==> src/rtl/axi_lite_master_arbiter.sv <==
// Round-robin arbiter and single-beat sequencer sharing one AXI-lite master among NUM_REQ requesters.
// Latency: write 3 cycles, read 4 cycles from req_ready to resp_valid inclusive with a zero-wait slave.
// Backpressure: one transaction in flight; other requesters wait unacknowledged; VALIDs hold until handshake.
module axi_lite_master_arbiter #(
    parameter int NUM_REQ    = 4,
    parameter int ADDR_WIDTH = 32,
    parameter int DATA_WIDTH = 32
) (
    input  logic                             ACLK,
    input  logic                             ARESET,
    input  logic [NUM_REQ-1:0]               req_valid,
    input  logic [NUM_REQ-1:0]               req_write,
    input  logic [NUM_REQ*ADDR_WIDTH-1:0]    req_addr,
    input  logic [NUM_REQ*DATA_WIDTH-1:0]    req_wdata,
    input  logic [NUM_REQ*DATA_WIDTH/8-1:0]  req_wstrb,
    output logic [NUM_REQ-1:0]               req_ready,
    output logic [NUM_REQ-1:0]               resp_valid,
    output logic [DATA_WIDTH-1:0]            resp_rdata,
    output logic                             busy,
    output logic [ADDR_WIDTH-1:0]            awaddr,
    output logic                             awvalid,
    input  logic                             awready,
    output logic [DATA_WIDTH-1:0]            wdata,
    output logic [DATA_WIDTH/8-1:0]          wstrb,
    output logic                             wvalid,
    input  logic                             wready,
    output logic [ADDR_WIDTH-1:0]            araddr,
    output logic                             arvalid,
    input  logic                             arready,
    input  logic [DATA_WIDTH-1:0]            rdata,
    input  logic                             rvalid,
    output logic                             rready
);
    localparam int IDX_W  = (NUM_REQ > 1) ? $clog2(NUM_REQ) : 1;
    localparam int STRB_W = DATA_WIDTH / 8;

    typedef enum logic [2:0] {ST_IDLE, ST_WR, ST_RD_A, ST_RD_D, ST_RESP} state_t;

    state_t               state_q, state_d;
    logic [IDX_W-1:0]     rr_ptr_q, gnt_q, gnt_idx, cand_idx, rr_ptr_nxt;
    logic                 gnt_found;
    logic [ADDR_WIDTH-1:0] addr_q;
    logic [DATA_WIDTH-1:0] wdata_q, rdata_q;
    logic [STRB_W-1:0]    wstrb_q;
    logic                 aw_done_q, w_done_q;
    logic                 aw_hs, w_hs;

    // First pending requester at or after rr_ptr, wrapping.
    always_comb begin
        gnt_found = 1'b0;
        gnt_idx   = '0;
        cand_idx  = '0;
        for (int k = 0; k < NUM_REQ; k++) begin
            cand_idx = IDX_W'((int'(rr_ptr_q) + k) % NUM_REQ);
            if (!gnt_found && req_valid[cand_idx]) begin
                gnt_found = 1'b1;
                gnt_idx   = cand_idx;
            end
        end
        rr_ptr_nxt = IDX_W'((int'(gnt_idx) + 1) % NUM_REQ);
    end

    always_comb begin
        state_d    = state_q;
        req_ready  = '0;
        resp_valid = '0;
        awvalid    = 1'b0;
        wvalid     = 1'b0;
        arvalid    = 1'b0;
        rready     = 1'b0;
        aw_hs      = 1'b0;
        w_hs       = 1'b0;
        case (state_q)
            ST_IDLE: begin
                // A grant during reset would be lost, so hold off acknowledging it.
                if (gnt_found && !ARESET) begin
                    req_ready[gnt_idx] = 1'b1;
                    state_d = req_write[gnt_idx] ? ST_WR : ST_RD_A;
                end
            end
            ST_WR: begin
                awvalid = !aw_done_q;
                wvalid  = !w_done_q;
                aw_hs   = awvalid && awready;
                w_hs    = wvalid && wready;
                if ((aw_done_q || aw_hs) && (w_done_q || w_hs))
                    state_d = ST_RESP;
            end
            ST_RD_A: begin
                arvalid = 1'b1;
                if (arready)
                    state_d = ST_RD_D;
            end
            ST_RD_D: begin
                rready = 1'b1;
                if (rvalid)
                    state_d = ST_RESP;
            end
            ST_RESP: begin
                resp_valid[gnt_q] = 1'b1;
                state_d = ST_IDLE;
            end
            default: state_d = ST_IDLE;
        endcase
    end

    assign awaddr     = awvalid ? addr_q  : '0;
    assign wdata      = wvalid  ? wdata_q : '0;
    assign wstrb      = wvalid  ? wstrb_q : '0;
    assign araddr     = arvalid ? addr_q  : '0;
    assign resp_rdata = rdata_q;
    assign busy       = (state_q != ST_IDLE);

    always_ff @(posedge ACLK) begin
        if (ARESET) begin
            state_q   <= ST_IDLE;
            rr_ptr_q  <= '0;
            gnt_q     <= '0;
            addr_q    <= '0;
            wdata_q   <= '0;
            wstrb_q   <= '0;
            aw_done_q <= 1'b0;
            w_done_q  <= 1'b0;
            rdata_q   <= '0;
        end else begin
            state_q <= state_d;
            case (state_q)
                ST_IDLE: begin
                    if (gnt_found) begin
                        gnt_q     <= gnt_idx;
                        rr_ptr_q  <= rr_ptr_nxt;
                        addr_q    <= req_addr[int'(gnt_idx)*ADDR_WIDTH +: ADDR_WIDTH];
                        wdata_q   <= req_wdata[int'(gnt_idx)*DATA_WIDTH +: DATA_WIDTH];
                        wstrb_q   <= req_wstrb[int'(gnt_idx)*STRB_W +: STRB_W];
                        aw_done_q <= 1'b0;
                        w_done_q  <= 1'b0;
                    end
                end
                ST_WR: begin
                    if (aw_hs)
                        aw_done_q <= 1'b1;
                    if (w_hs)
                        w_done_q <= 1'b1;
                    // Writes return zero read data.
                    if (state_d == ST_RESP)
                        rdata_q <= '0;
                end
                ST_RD_D: begin
                    if (rvalid)
                        rdata_q <= rdata;
                end
                default: ;
            endcase
        end
    end
endmodule

==> config.mk <==
export PLATFORM = sky130hd
export DESIGN_NAME = axi_lite_master_arbiter
export DESIGN_NICKNAME = d
export VERILOG_FILES = /design/src/rtl/axi_lite_master_arbiter.sv
export SDC_FILE = /design/constraint.sdc
export NUM_CORES = 1
export LEC_CHECK = 0
export BUFFER_PORTS_ARGS = -buffer_cell sky130_fd_sc_hd__buf_4
export CORE_AREA = 2 2 179 181
export DETAILED_ROUTE_END_ITERATION = 8
export DIE_AREA = 0 0 181 183
export REMOVE_ABC_BUFFERS = 1
export SLEW_MARGIN = 10
export SYNTH_ARGS = -nofsm -noshare
export SYNTH_HDL_FRONTEND = slang
export SYNTH_SLANG_ARGS = --single-unit
==> constraint.sdc <==
create_clock -name ACLK -period 5.8 [get_ports ACLK]
set_input_delay 0.87 -clock ACLK [delete_from_list [all_inputs] [get_ports ACLK]]
set_output_delay 0.87 -clock ACLK [all_outputs]
set_load 0.05 [all_outputs]
# ---- Word level (Yosys, flattened, before mapping)
# Index checks and enable logic that the tools add are counted.
dict set report totals {
  input_bits 318
  wordCells 108
  rom_bits 0
  register_bits 109
  latchBits 0
  out_inout_bits 145
  mem_bits_rw 0
  n_memories 0
}
dict set report op_classes {
  div_mod_pow 0
  n_shift 3
  eq_ne 10
  n_reduce_logical 25
  bitwise_logic 0
  n_lt_le_gt_ge 8
  mux 49
  n_mul 0
  n_addsub 4
}
# cell count
set op_table {}
lappend op_table {{128-bit by 8-bit variable part select with 32-bit output} 2}
lappend op_table {{32-bit 2-to-1 mux} 5}
lappend op_table {{32-bit one-hot mux with 2 select lines} 1}
lappend op_table {{1-bit 2-to-1 mux} 20}
lappend op_table {{2-bit by 3-bit less-than comparator with 1-bit output (second input constant)} 6}
lappend op_table {{4-bit 2-to-1 mux} 4}
lappend op_table {{16-bit by 5-bit variable part select with 4-bit output} 1}
lappend op_table {{3-bit 2-to-1 mux} 4}
lappend op_table {{3-bit one-hot mux with 4 select lines} 1}
lappend op_table {{1-bit binary-select mux with 2-bit select} 5}
lappend op_table {{2-bit 2-to-1 mux} 5}
lappend op_table {{2-bit != test (second input constant)} 5}
lappend op_table {{1-bit logical AND} 9}
lappend op_table {{3-bit AND reduction} 3}
lappend op_table {{3-bit by 2-bit == test with 1-bit output (second input constant)} 2}
lappend op_table {{3-bit == test (second input constant)} 2}
lappend op_table {{1-bit zero test} 6}
lappend op_table {{2-bit by 1-bit adder with 2-bit output (second input constant)} 2}
lappend op_table {{2-bit adder (second input constant)} 2}
lappend op_table {{1-bit demux with 2-bit select} 2}
lappend op_table {{2-bit by 1-bit >= comparator with 1-bit output (second input constant)} 2}
lappend op_table {{1-bit one-hot mux with 2 select lines} 2}
lappend op_table {{2-bit nonzero test} 2}
lappend op_table {{3-bit by 1-bit == test with 1-bit output (second input constant)} 1}
lappend op_table {{other kinds (4)} 5}

# ---- Longest topological paths before layout
dict set report depth {
  depth_word 20
  depth_mapped 10
  ltp_nobuf 7
}

# ---- Least setup slack after synthesis
# Ideal clock, no wire load.
dict set report synth_timing {
  path_type {input to output}
  startpoint {in req_valid[2]}
  endpoint {out req_ready[1]}
  path_buffers 3
  required_ns 4.930
  setup_slack_ns 2.510
  arrival_ns 2.420
  path_stages 9
  cell_sequence {mux2i_1 > nor2_1 > or3_1 > buf_2 > inv_2 > buf_6 > buf_6 > ha_1 > and2_1}
}
dict set report synth_between {
  elab_chain_cells 18
  word_cells_on_any_way 30
  cone_classes {2 x order compare; 20 x mux; 8 x reduce/logical}
}
# item line
set synth_rtl {}
lappend synth_rtl {{start, declared} 11} ;# input logic [NUM_REQ-1:0] req_valid,
lappend synth_rtl {{1-bit binary-select mux with 2-bit select} 55} ;# if (!gnt_found && req_valid[cand_idx]) begin
lappend synth_rtl {{1-bit 2-to-1 mux (not written as such)} 55}
lappend synth_rtl {{1-bit 2-to-1 mux} 55}
lappend synth_rtl {{1-bit zero test} 55}
lappend synth_rtl {{1-bit logical AND} 55}
lappend synth_rtl {{1-bit 2-to-1 mux} 55}
lappend synth_rtl {{1-bit zero test} 55}
lappend synth_rtl {{1-bit logical AND} 55}
lappend synth_rtl {{[... 3 more ...]} n/a}
lappend synth_rtl {{2-bit 2-to-1 mux *} 55}
lappend synth_rtl {{via gnt_idx[0]} 40} ;# logic [IDX_W-1:0] rr_ptr_q, gnt_q, gnt_idx, cand_idx, rr_ptr_nxt;
lappend synth_rtl {{2-bit by 3-bit less-than comparator with 1-bit output (not written as such) / 2-bit by 1-bit >= comparator with 1-bit output (equally long branches)} 77} ;# req_ready[gnt_idx] = 1'b1;
lappend synth_rtl {{1-bit logical AND (not written as such)} 77}
lappend synth_rtl {{1-bit 2-to-1 mux (not written as such)} 77}
lappend synth_rtl {{1-bit demux with 2-bit select *} 77}
lappend synth_rtl {{4-bit 2-to-1 mux *} 76} ;# if (gnt_found && !ARESET) begin
lappend synth_rtl {{4-bit 2-to-1 mux *} 73} ;# case (state_q)
lappend synth_rtl {{end, declared} 16} ;# output logic [NUM_REQ-1:0] req_ready,
# Mark *: on every way through the listed nets, which the timed path passes. The rest lies on a longest branch. The select of a mux whose other input is x is not followed.

# ---- Worst setup path after layout
dict set report layout_timing {
  startpoint {in req_valid[2]}
  endpoint {out req_ready[3]}
}
dict set report layout_between {
  elab_chain_cells 18
  word_cells_on_any_way 30
  cone_classes {2 x order compare; 20 x mux; 8 x reduce/logical}
}
# item line
set layout_rtl {}
lappend layout_rtl {{1-bit binary-select mux with 2-bit select} 55}
lappend layout_rtl {{1-bit 2-to-1 mux (not written as such)} 55}
lappend layout_rtl {{1-bit 2-to-1 mux} 55}
lappend layout_rtl {{1-bit zero test} 55}
lappend layout_rtl {{1-bit logical AND} 55}
lappend layout_rtl {{1-bit 2-to-1 mux} 55}
lappend layout_rtl {{1-bit zero test} 55}
lappend layout_rtl {{1-bit logical AND} 55}
lappend layout_rtl {{[... 2 more ...]} n/a}
lappend layout_rtl {{1-bit logical AND} 55}
lappend layout_rtl {{2-bit 2-to-1 mux} 55}
lappend layout_rtl {{2-bit by 3-bit less-than comparator with 1-bit output (not written as such) / 2-bit by 1-bit >= comparator with 1-bit output (equally long branches)} 77}
lappend layout_rtl {{1-bit logical AND (not written as such)} 77}
lappend layout_rtl {{1-bit 2-to-1 mux (not written as such)} 77}
lappend layout_rtl {{1-bit demux with 2-bit select} 77}
lappend layout_rtl {{4-bit 2-to-1 mux *} 76}
lappend layout_rtl {{4-bit 2-to-1 mux *} 73}
# Every way passes the cells marked *; elsewhere a longest branch is shown, timed or not. The select of a mux whose other input is x is not followed.

==> out/results.ini <==
[outcome]
outcome = completed

[cts]
clock_sinks = 109
clk_latency_ns = 0.36
cts_buffers = 9
h-tree-depth = 3
cts-root-buf = clkbuf_16
cts_buffer_depth = 2
cts_tree = done
hold_buffers = 0
cts_setup_buffers = 0
clk_transition_reported_paths_ns = 0.08
post_cts_resized = 0

[flow_run]
maxCapViolations = 0

[global_routing]
grt_max_degree = 76
antenna_found_initial = 2
track_usage_pct = 16.8
grt_pass1_vias = 7859
grt_overflow = 0
grt_pass1_wl_mm = 43.6

[critical_path]
crit_required_ns = 4.93
crit_arrival_ns = 3.19
path_max_fanout = 75
critical_path_class = primary input to primary output
cp-end-kind = primary output
startpoint_type = primary input
slowest_stage = inv_4
crit_buf_inv = 3
cp_common_cell = buf_4
crit_path_cell_trace = buf_4 > mux2i_1 > nor2_1 > or3_4 > inv_4 > ha_1 > and2_1 > buf_4
critical-path-max-stage-delay_ns = 0.70
crit_family = buffers and inverters

[timing]
finalMaxSlewViolations = 0
setup_viol = 0
worst_pin_slew_ns = 0.930
hold_violations = 0
period_needed_ns = 4.06
fmax_mhz = 246
max_slew_margin_pct = 38.0
grt_setup_unrepaired = false
finClkSkew_ns = 0.0151
finalCritPeriodShare_pct = 70.1

[synthesis]
netlist_area_um2 = 6420
ys_warn_count = 0
yosysTopAreaCell = dfxtp_1
ys_ff_latch = 109
ys_top_cells_by_area = dfxtp_1 (34%), nand2_1 (16%), a21oi_1 (11%)
netlist_instances = 895
yosysTopAreaCellShare_pct = 34.0
synth-seq-area-share_pct = 34.0
syn_area_per_cell_um2 = 7.17
synth.distinct_cells = 32

[finish]
fin_area_um2 = 10300
final_util_pct = 32.9
area_growth_pct = 60.2
drive_gt1_share_pct = 38.3
nets = 1626

[power_and_ir_drop]
switching_share_pct = 48.9
p_int_mw = 2.07
vdd_ir_drop_max_mv = 0.196
comb_power_share_pct = 55.1
pwr-share-clk_pct = 15.3
leakage_nw = 5.40
power.switching_mw = 1.98
seqPwrFrac_pct = 29.6
power.density_nw_per_um2 = 393

[floorplanning]
floorplan.initialDensity_pct = 20.6
core_um2 = 31200
die_x_um = 181
die_area_um2 = 33100
die_h_um = 183
fp-row-count = 65
ios = 463

[routing]
wirelength_mm = 29.1
via_per_inst = 4.58
wl_per_cell_um = 17.0
drc = 0
vias = 7828
ant_nets = 0
drt-initial-drc-count = 299
first_pass_iters = 4

[hold_path]
min_path_type = register to register

[placement]
placed_cell_area_um2 = 10000
portBuffers = 462
dp_hpwl_mm = 21.6
routabilityCongestion = 0.815

[cell usage after synthesis, drive strengths merged]
library cell	number
dfxtp	109
o22ai	1
nor3b	1
mux2i	5
nor3	5
or3	1
inv	6
and2	104
nor2b	1
o31ai	1
o41ai	1
o21a	1
a21oi	141
nand2	280
a221oi	1
buf	51
a211o	68
a22oi	35
nand2b	2
nor2	49
nand3	3
o21ai	1
o22a	1
a22o	1
clkbuf	22
ha	4
[final timing paths]
kind                 from      endpoint  slack, ns  cells past startpoint
min reg2reg   wdata_q[18]   wdata_q[18]       0.46                      1
min           wdata_q[18]   wdata_q[18]       0.46                      1
max          req_valid[2]  req_ready[3]       1.74                      8
max reg2reg   rr_ptr_q[1]    addr_q[16]       2.34                      8
[per-layer routing]
metal	global-route usage [%]	vias up	part of all wire [%]
met5	0	-	0
met4	4.52	0	1.7
met3	4.57	23	7.4
met2	31.3	332	51
met1	18.8	3653	40
li1	-	3820	-
[cells in the final DEF (no fill, tap or decap), types with 4 or more instances in the layout]
cell and n:
a211o_1 68, a21oi_1 140, a22oi_1 35, and2_1 104, buf_4 471, clkbuf_16 9, dfxtp_1 109, ha_1 4
inv_1 4, mux2i_1 5, nand2_1 278, nor2_1 45
[final cells by class]
cell class | count | area (µm²)
clock buffer | 9 | 225
multi-input combinational | 707 | 3770
inverter | 6 | 25.0
timing repair buffer | 471 | 3540
antenna | 2 | 5.00
fill | 3384 | 20900
tap | 402 | 503
sequential | 109 | 2180
clock inverter | 5 | 45.0
[registers in the layout, indices dropped and copies added, names as in the netlist]
signal      cells
addr_q         32
gnt_q           2
state_q         3
wstrb_q         4
wdata_q        32
rr_ptr_q        2
resp_rdata     32
aw_done_q       1
w_done_q        1
[power by group through the flow]
stage                     clock [mW]  combinational [mW]  sequential, mW
after floorplan                    0                1.44            1.18
after global placement             0                2.24            1.21
after detailed placement           0                2.25            1.22
after CTS                      0.658                2.26            1.20
after global routing           0.687                2.42            1.24
final                          0.621                2.23            1.20
[stage by stage]
stage	total power [mW]	TNS, ns	std cells	hold slack [ns]	setup slack (ns)
6_report	4.05	0	1711	0.458	1.74
5_1_grt	4.34	0	1711	0.475	1.59
4_1_cts	4.12	0	1709	0.461	1.71
3_5_place_dp	3.47	0	1695	0.441	1.72
3_3_place_gp	3.45	0	1695	0.435	1.70
2_1_floorplan	2.62	-1.76	822	0.427	-0.869
[logic make-up after synthesis]
family / count (synthesis) / synth area share, %
adder cells (fa/ha/maj): 4 / 0.779
AO/OA/AOI/OAI: 252 / 25.7
AND/OR/NAND/NOR: 446 / 30.9
multiplexers: 5 / 0.779
buffers and inverters: 79 / 7.89
flip-flops: 109 / 34.0
(Power assumes the default switching activity.)
